===== src/rtl/pc_target_table.sv =====
// Programmable branch-target table with a hit flag for unprogrammed slots.
// The program loader fills entries at boot. Fetch then issues one lookup per branch and
// receives either an absolute target or a PC-relative target.
// After every reset a sweep clears all valid bits, one entry per cycle.
module pc_target_table #(
  parameter int unsigned D     = 10,
  parameter int unsigned A     = 8,
  parameter int unsigned DEPTH = 32
) (
  input  logic         clk,
  input  logic         reset,
  output logic         init_busy,
  input  logic         wr_en,
  input  logic [A-1:0] wr_addr,
  input  logic [D-1:0] wr_data,
  input  logic         rd_req,
  input  logic [A-1:0] rd_addr,
  input  logic [D-1:0] rd_pc,
  input  logic         rd_rel,
  output logic         rd_valid,
  output logic [D-1:0] target,
  output logic         hit
);

  localparam int unsigned     IdxW     = (DEPTH > 1) ? $clog2(DEPTH) : 1;
  localparam logic [A:0]      DepthExt = (A + 1)'(DEPTH);
  localparam logic [IdxW-1:0] LastIdx  = IdxW'(DEPTH - 1);

  typedef enum logic [0:0] {StInit, StRun} state_e;

  state_e            state_q, state_d;
  logic [IdxW-1:0]   cnt_q, cnt_d;
  logic [DEPTH-1:0]  valid_q, valid_d;
  logic [D-1:0]      mem_q [DEPTH];
  logic              rd_valid_q, rd_valid_d;
  logic [D-1:0]      target_q, target_d;
  logic              hit_q, hit_d;

  logic [IdxW-1:0]   wr_idx, rd_idx;
  logic              wr_in_range, rd_in_range;
  logic              wr_fire, rd_fire, bypass, entry_hit;
  logic [D-1:0]      entry;

  // Address decode, range checks and the same-address write-through bypass.
  always_comb begin
    wr_idx      = wr_addr[IdxW-1:0];
    rd_idx      = rd_addr[IdxW-1:0];
    wr_in_range = {1'b0, wr_addr} < DepthExt;
    rd_in_range = {1'b0, rd_addr} < DepthExt;
    wr_fire     = (state_q == StRun) && wr_en && wr_in_range;
    rd_fire     = (state_q == StRun) && rd_req;
    bypass      = wr_fire && (wr_addr == rd_addr);
    entry       = bypass ? wr_data : mem_q[rd_idx];
    // rd_in_range also masks rd_idx aliasing onto a real entry.
    entry_hit   = rd_in_range && (bypass || valid_q[rd_idx]);
  end

  // Next state: clear sweep in StInit, valid-bit set on writes in StRun.
  always_comb begin
    state_d = state_q;
    cnt_d   = cnt_q;
    valid_d = valid_q;
    unique case (state_q)
      StInit: begin
        valid_d[cnt_q] = 1'b0;
        cnt_d          = cnt_q + 1'b1;
        if (cnt_q == LastIdx) begin
          state_d = StRun;
          cnt_d   = '0;
        end
      end
      StRun: begin
        if (wr_fire) valid_d[wr_idx] = 1'b1;
      end
    endcase
  end

  // Lookup result; target and hit hold between requests.
  always_comb begin
    rd_valid_d = rd_fire;
    target_d   = target_q;
    hit_d      = hit_q;
    if (rd_fire) begin
      hit_d = entry_hit;
      if (!entry_hit)  target_d = '0;
      else if (rd_rel) target_d = rd_pc + entry; // signed offset, wraps mod 2^D
      else             target_d = entry;
    end
  end

  // Control and output registers with synchronous active-low reset.
  always_ff @(posedge clk) begin
    if (!reset) begin
      state_q    <= StInit;
      cnt_q      <= '0;
      rd_valid_q <= 1'b0;
      target_q   <= '0;
      hit_q      <= 1'b0;
    end else begin
      state_q    <= state_d;
      cnt_q      <= cnt_d;
      rd_valid_q <= rd_valid_d;
      target_q   <= target_d;
      hit_q      <= hit_d;
    end
  end

  // Valid bits need no reset value; the sweep after reset clears them.
  always_ff @(posedge clk) begin
    if (reset) valid_q <= valid_d;
  end

  // Entry storage, plain registers without reset.
  always_ff @(posedge clk) begin
    if (reset && wr_fire) mem_q[wr_idx] <= wr_data;
  end

  assign init_busy = !reset || (state_q == StInit);
  assign rd_valid  = rd_valid_q;
  assign target    = target_q;
  assign hit       = hit_q;

endmodule

===== config.mk =====
export PLATFORM = sky130hd
export DESIGN_NAME = pc_target_table
export DESIGN_NICKNAME = d
export VERILOG_FILES = /design/src/rtl/pc_target_table.sv
export SDC_FILE = /design/constraint.sdc
export NUM_CORES = 1
export LEC_CHECK = 0
export ABC_CLOCK_PERIOD_IN_PS = 5400
export CORE_MARGIN = 10
export CORE_UTILIZATION = 40
export DETAILED_ROUTE_END_ITERATION = 7
export GPL_ROUTABILITY_DRIVEN = 0
export REMOVE_ABC_BUFFERS = 1
export SETUP_SLACK_MARGIN = 0.1
export SLEW_MARGIN = 40
export SYNTH_ARGS = -nofsm -noshare
export SYNTH_HDL_FRONTEND = slang
export SYNTH_SLANG_ARGS = --single-unit

===== constraint.sdc =====
create_clock -name clk -period 5.4 [get_ports clk]
set_clock_uncertainty 0.1 [all_clocks]
set_input_delay 1.08 -clock clk [delete_from_list [all_inputs] [get_ports clk]]
set_output_delay 1.08 -clock clk [all_outputs]
set_load 0.01 [all_outputs]

==> results.md <==
* 1st-pass router iterations at 5
* Nets@finish at 1068
* Final period utilization at 91.1%
* Via-to-Cell Ratio at 5.45
* Largest family of logic cells by synthesized area: multiplexers
* Distinct cells, synth at 46
* Root Driver: clkbuf_16
* DR iter-0 viols at 737
* I/O Buffers at 53
* Unrepaired setup endpoints after global routing: false
* Post-synth top area share at 67.7%
* Finished Layout Cells at 1557
* Hold slack at 0.347 ns
* Gr usage total at 15.7%
* CP Data Arrival Time at 5.24 ns
* Max Slew Vio Count at 0
* Post-synthesis simple-gate area fraction at 5.61%
* Syn-to-layout area delta at 17.6%
* # setup viols final at 0
* Slew HR at 51.1%
* Fill cells at 3265
* Post-CTS setup buffers at 0
* Fmax at 203 MHz
* Via count at 8491
* Starting Density at 40.4%
* CTS tree: yes
* Remaining DRCs at 0
* Placed wire-length estimate at 24300 um
* Place WS at -0.00526 ns
* Chip Height at 218 um
* Actual slew at the worst max-slew pin at 0.730 ns
* Final Util at 47.6%
* Max incr delay on CP at 0.73 ns
* Vias in the first global route at 8555
* Post-synthesis sequential area ratio at 70.0%
* Leading area contributor after synthesis: edfxtp_1
* Startpoint types: primary input
* WL final at 37000 um
* EDFF count, synth at 352
* Synth Register Bits at 370
* N_diodes at 0
* Worst-skew pair later-pin latency at 0.54 ns
* Area of the multi-input gates at 4440 um^2
* VDD IR max at 0.239 mV
* Worst setup EP type: flip-flop
* Synth area leaders: edfxtp_1, mux4_2, a21oi_1, dfxtp_1, nor2_1
* WP buf/inv at 2
* Initial antenna violation count at 0
* XOR/XNOR share of the synthesized area at 0.729%
* ANT nets after route at 0
* CTS clock-pin slew for the worst setup and hold paths at 0.06 ns
* Core Footprint at 38600 um^2
* Final Hold Vio Count at 0
* Avg Cell Area, Syn at 17.5 um^2
* CTS buffer count at 40
* Horiz. Die Dim at 218 um
* Status: finished clean
* I/O Pins at 54
* Overflow after GRT at 0
* First-pass GRT wire length at 55800 um
* Die footprint at 47400 um^2
* Post-CTS sizing at 0
* HP Class: flip-flop to flip-flop
* PD cells at 337 nW/um^2
* Final worst slack at 0.482 ns
* Cts hold-fix bufs at 0
* Yosys warnings at 0
* WS Path Type: primary input to flip-flop
* Async set-reset flop share out of synthesis at 0%
* Synth Area in Adders at 1.25%
* # rows at 72
* Largest net degree at the start of global routing at 45
* Wire per inst at 23.8 um
* Placed cells at 1488
* Max Cap Viol at 0
* Critical-path cell list: clkdlybuf4s50_1 -> or4_1 -> or4_1 -> nor2_1 -> a21oi_1 -> ha_1 -> fa_1 -> a21o_1 -> a21oi_1 -> o21bai_1 -> a2111oi_0 -> buf_4 -> nor4_1 -> a211oi_1 -> o21ai_1
* Post-route setup TNS at 0 ns
* Top delay family on crit path: simple AND/OR/NAND/NOR gates
* Clock Tree Buf Depth at 3
* Post-Syn Area at 15600 um^2
* Crit-path max FO at 5
* Mux share of post-synthesis cell area at 16.8%
* Compound-Gate Fraction of Synth Area at 3.88%
* Worst path slowest cell: or4_1
* CP required at 5.72 ns
* Gate count of the mapped netlist at 895
* Share of cells above drive strength 1 at 23.7%
* Period minus WS final at 4.92 ns
* Register area at 10900 um^2
* Pleak at 5.99 nW
* H-tree level count at 2
* CTS sink count at 370
* Main flop type after synthesis: edfxtp_1
Yosys cell counts, drive strengths merged, types with 4 or more instances:
library cell,n
ha,14
clkbuf,23
nor3b,5
nand2,60
nand3,5
o21ai,15
edfxtp,352
a21oi,87
nor3,6
xor2,5
and3b,4
mux2i,21
dfxtp,18
nor2,94
xnor2,8
buf,26
inv,6
mux4,107
worst register-to-register path, delay by kind of cell (launching register included):
family / cells / cell delay (ns)
adder cells (fa/ha/maj): 2 / 0.67
buffers and inverters: 1 / 0.18
AND/OR/NAND/NOR: 5 / 1.43
flip-flops: 1 / 0.32
AO/OA/AOI/OAI: 7 / 1.37
sequential cells by signal (all words and copies together) (netlist names):
signal	flops
target	10
mem_q	320
state_q	1
valid_q	32
rd_valid	1
hit	1
cnt_q	5
per-stage QoR:
| stage | instance area (um^2) | total power [mW] |
|---|---|---|
| after floorplan | 15400 | 3.46 |
| after global placement | 17200 | 3.69 |
| after detailed placement | 17200 | 3.70 |
| after CTS | 18400 | 6.25 |
| after global routing | 18400 | 6.39 |
| final | 18400 | 6.18 |
kinds of logic (layout without fill, tap and decap cells):
group / after synthesis / in the layout
DFF: 370 / 370
and+or+nand+nor: 199 / 199
xor gates and xnor gates: 13 / 13
muxes: 129 / 129
adders and majority gates: 15 / 15
AOI/OAI and AO/OA: 114 / 114
buffers and inverters: 55 / 199
placed cells by master (no fill, tap or decap), types with 3 or more instances in the layout:
cell	n
edfxtp_1	352
mux4_2	107
nor2_1	93
a21oi_1	86
buf_4	66
nand2_1	60
clkdlybuf4s50_1	50
clkbuf_16	41
mux2i_1	21
dfxtp_1	18
ha_1	14
clkinv_2	11
o21ai_1	10
clkinv_1	10
xnor2_1	8
inv_1	6
nor3_1	6
buf_12	6
nor3b_1	5
xor2_1	5
o21ai_0	5
and3b_1	4
nand3_1	4
and3_1	3
nor2b_1	3
or3_1	3
clkbuf_1	3
path summary, 6_finish.rpt:
| kind | from | to | slack [ns] | cells after the start |
|---|---|---|---|---|
| max | wr_addr[6] | target[8]$_SDFFE_PN0P_ | 0.48 | 15 |
| min | target[6]$_SDFFE_PN0P_ | target[6]$_SDFFE_PN0P_ | 0.35 | 2 |
| max reg2reg | state_q$_SDFF_PN0_ | target[8]$_SDFFE_PN0P_ | 1.21 | 15 |
| min reg2reg | target[6]$_SDFFE_PN0P_ | target[6]$_SDFFE_PN0P_ | 0.35 | 2 |
power breakdown:
part	leakage, nW	switching, mW	internal, mW
Combinational	2.04	0.256	0.206
Clock	0.604	1.08	1.47
Sequential	3.35	0.0152	3.16
cell type report:
cell class / instances / share of cell area (%)
Clock buffer: 44 / 5.64
Clock inverter: 25 / 0.926
Inverter: 6 / 0.123
Multi-Input combinational cell: 470 / 24.1
Sequential cell: 370 / 59.5
Tap cell: 518 / 3.53
Timing Repair Buffer: 124 / 6.16
layer usage:
| metal | vias to the layer above | part of all wire [%] | GRT usage [%] |
|---|---|---|---|
| met5 | - | 0 | 0 |
| li1 | 3808 | - | - |
| met4 | 0 | 2.1 | 5.06 |
| met3 | 55 | 6.9 | 2.98 |
| met2 | 286 | 46 | 24.3 |
| met1 | 4342 | 45 | 22.1 |
Note: power is estimated with default switching activity, not from simulation.
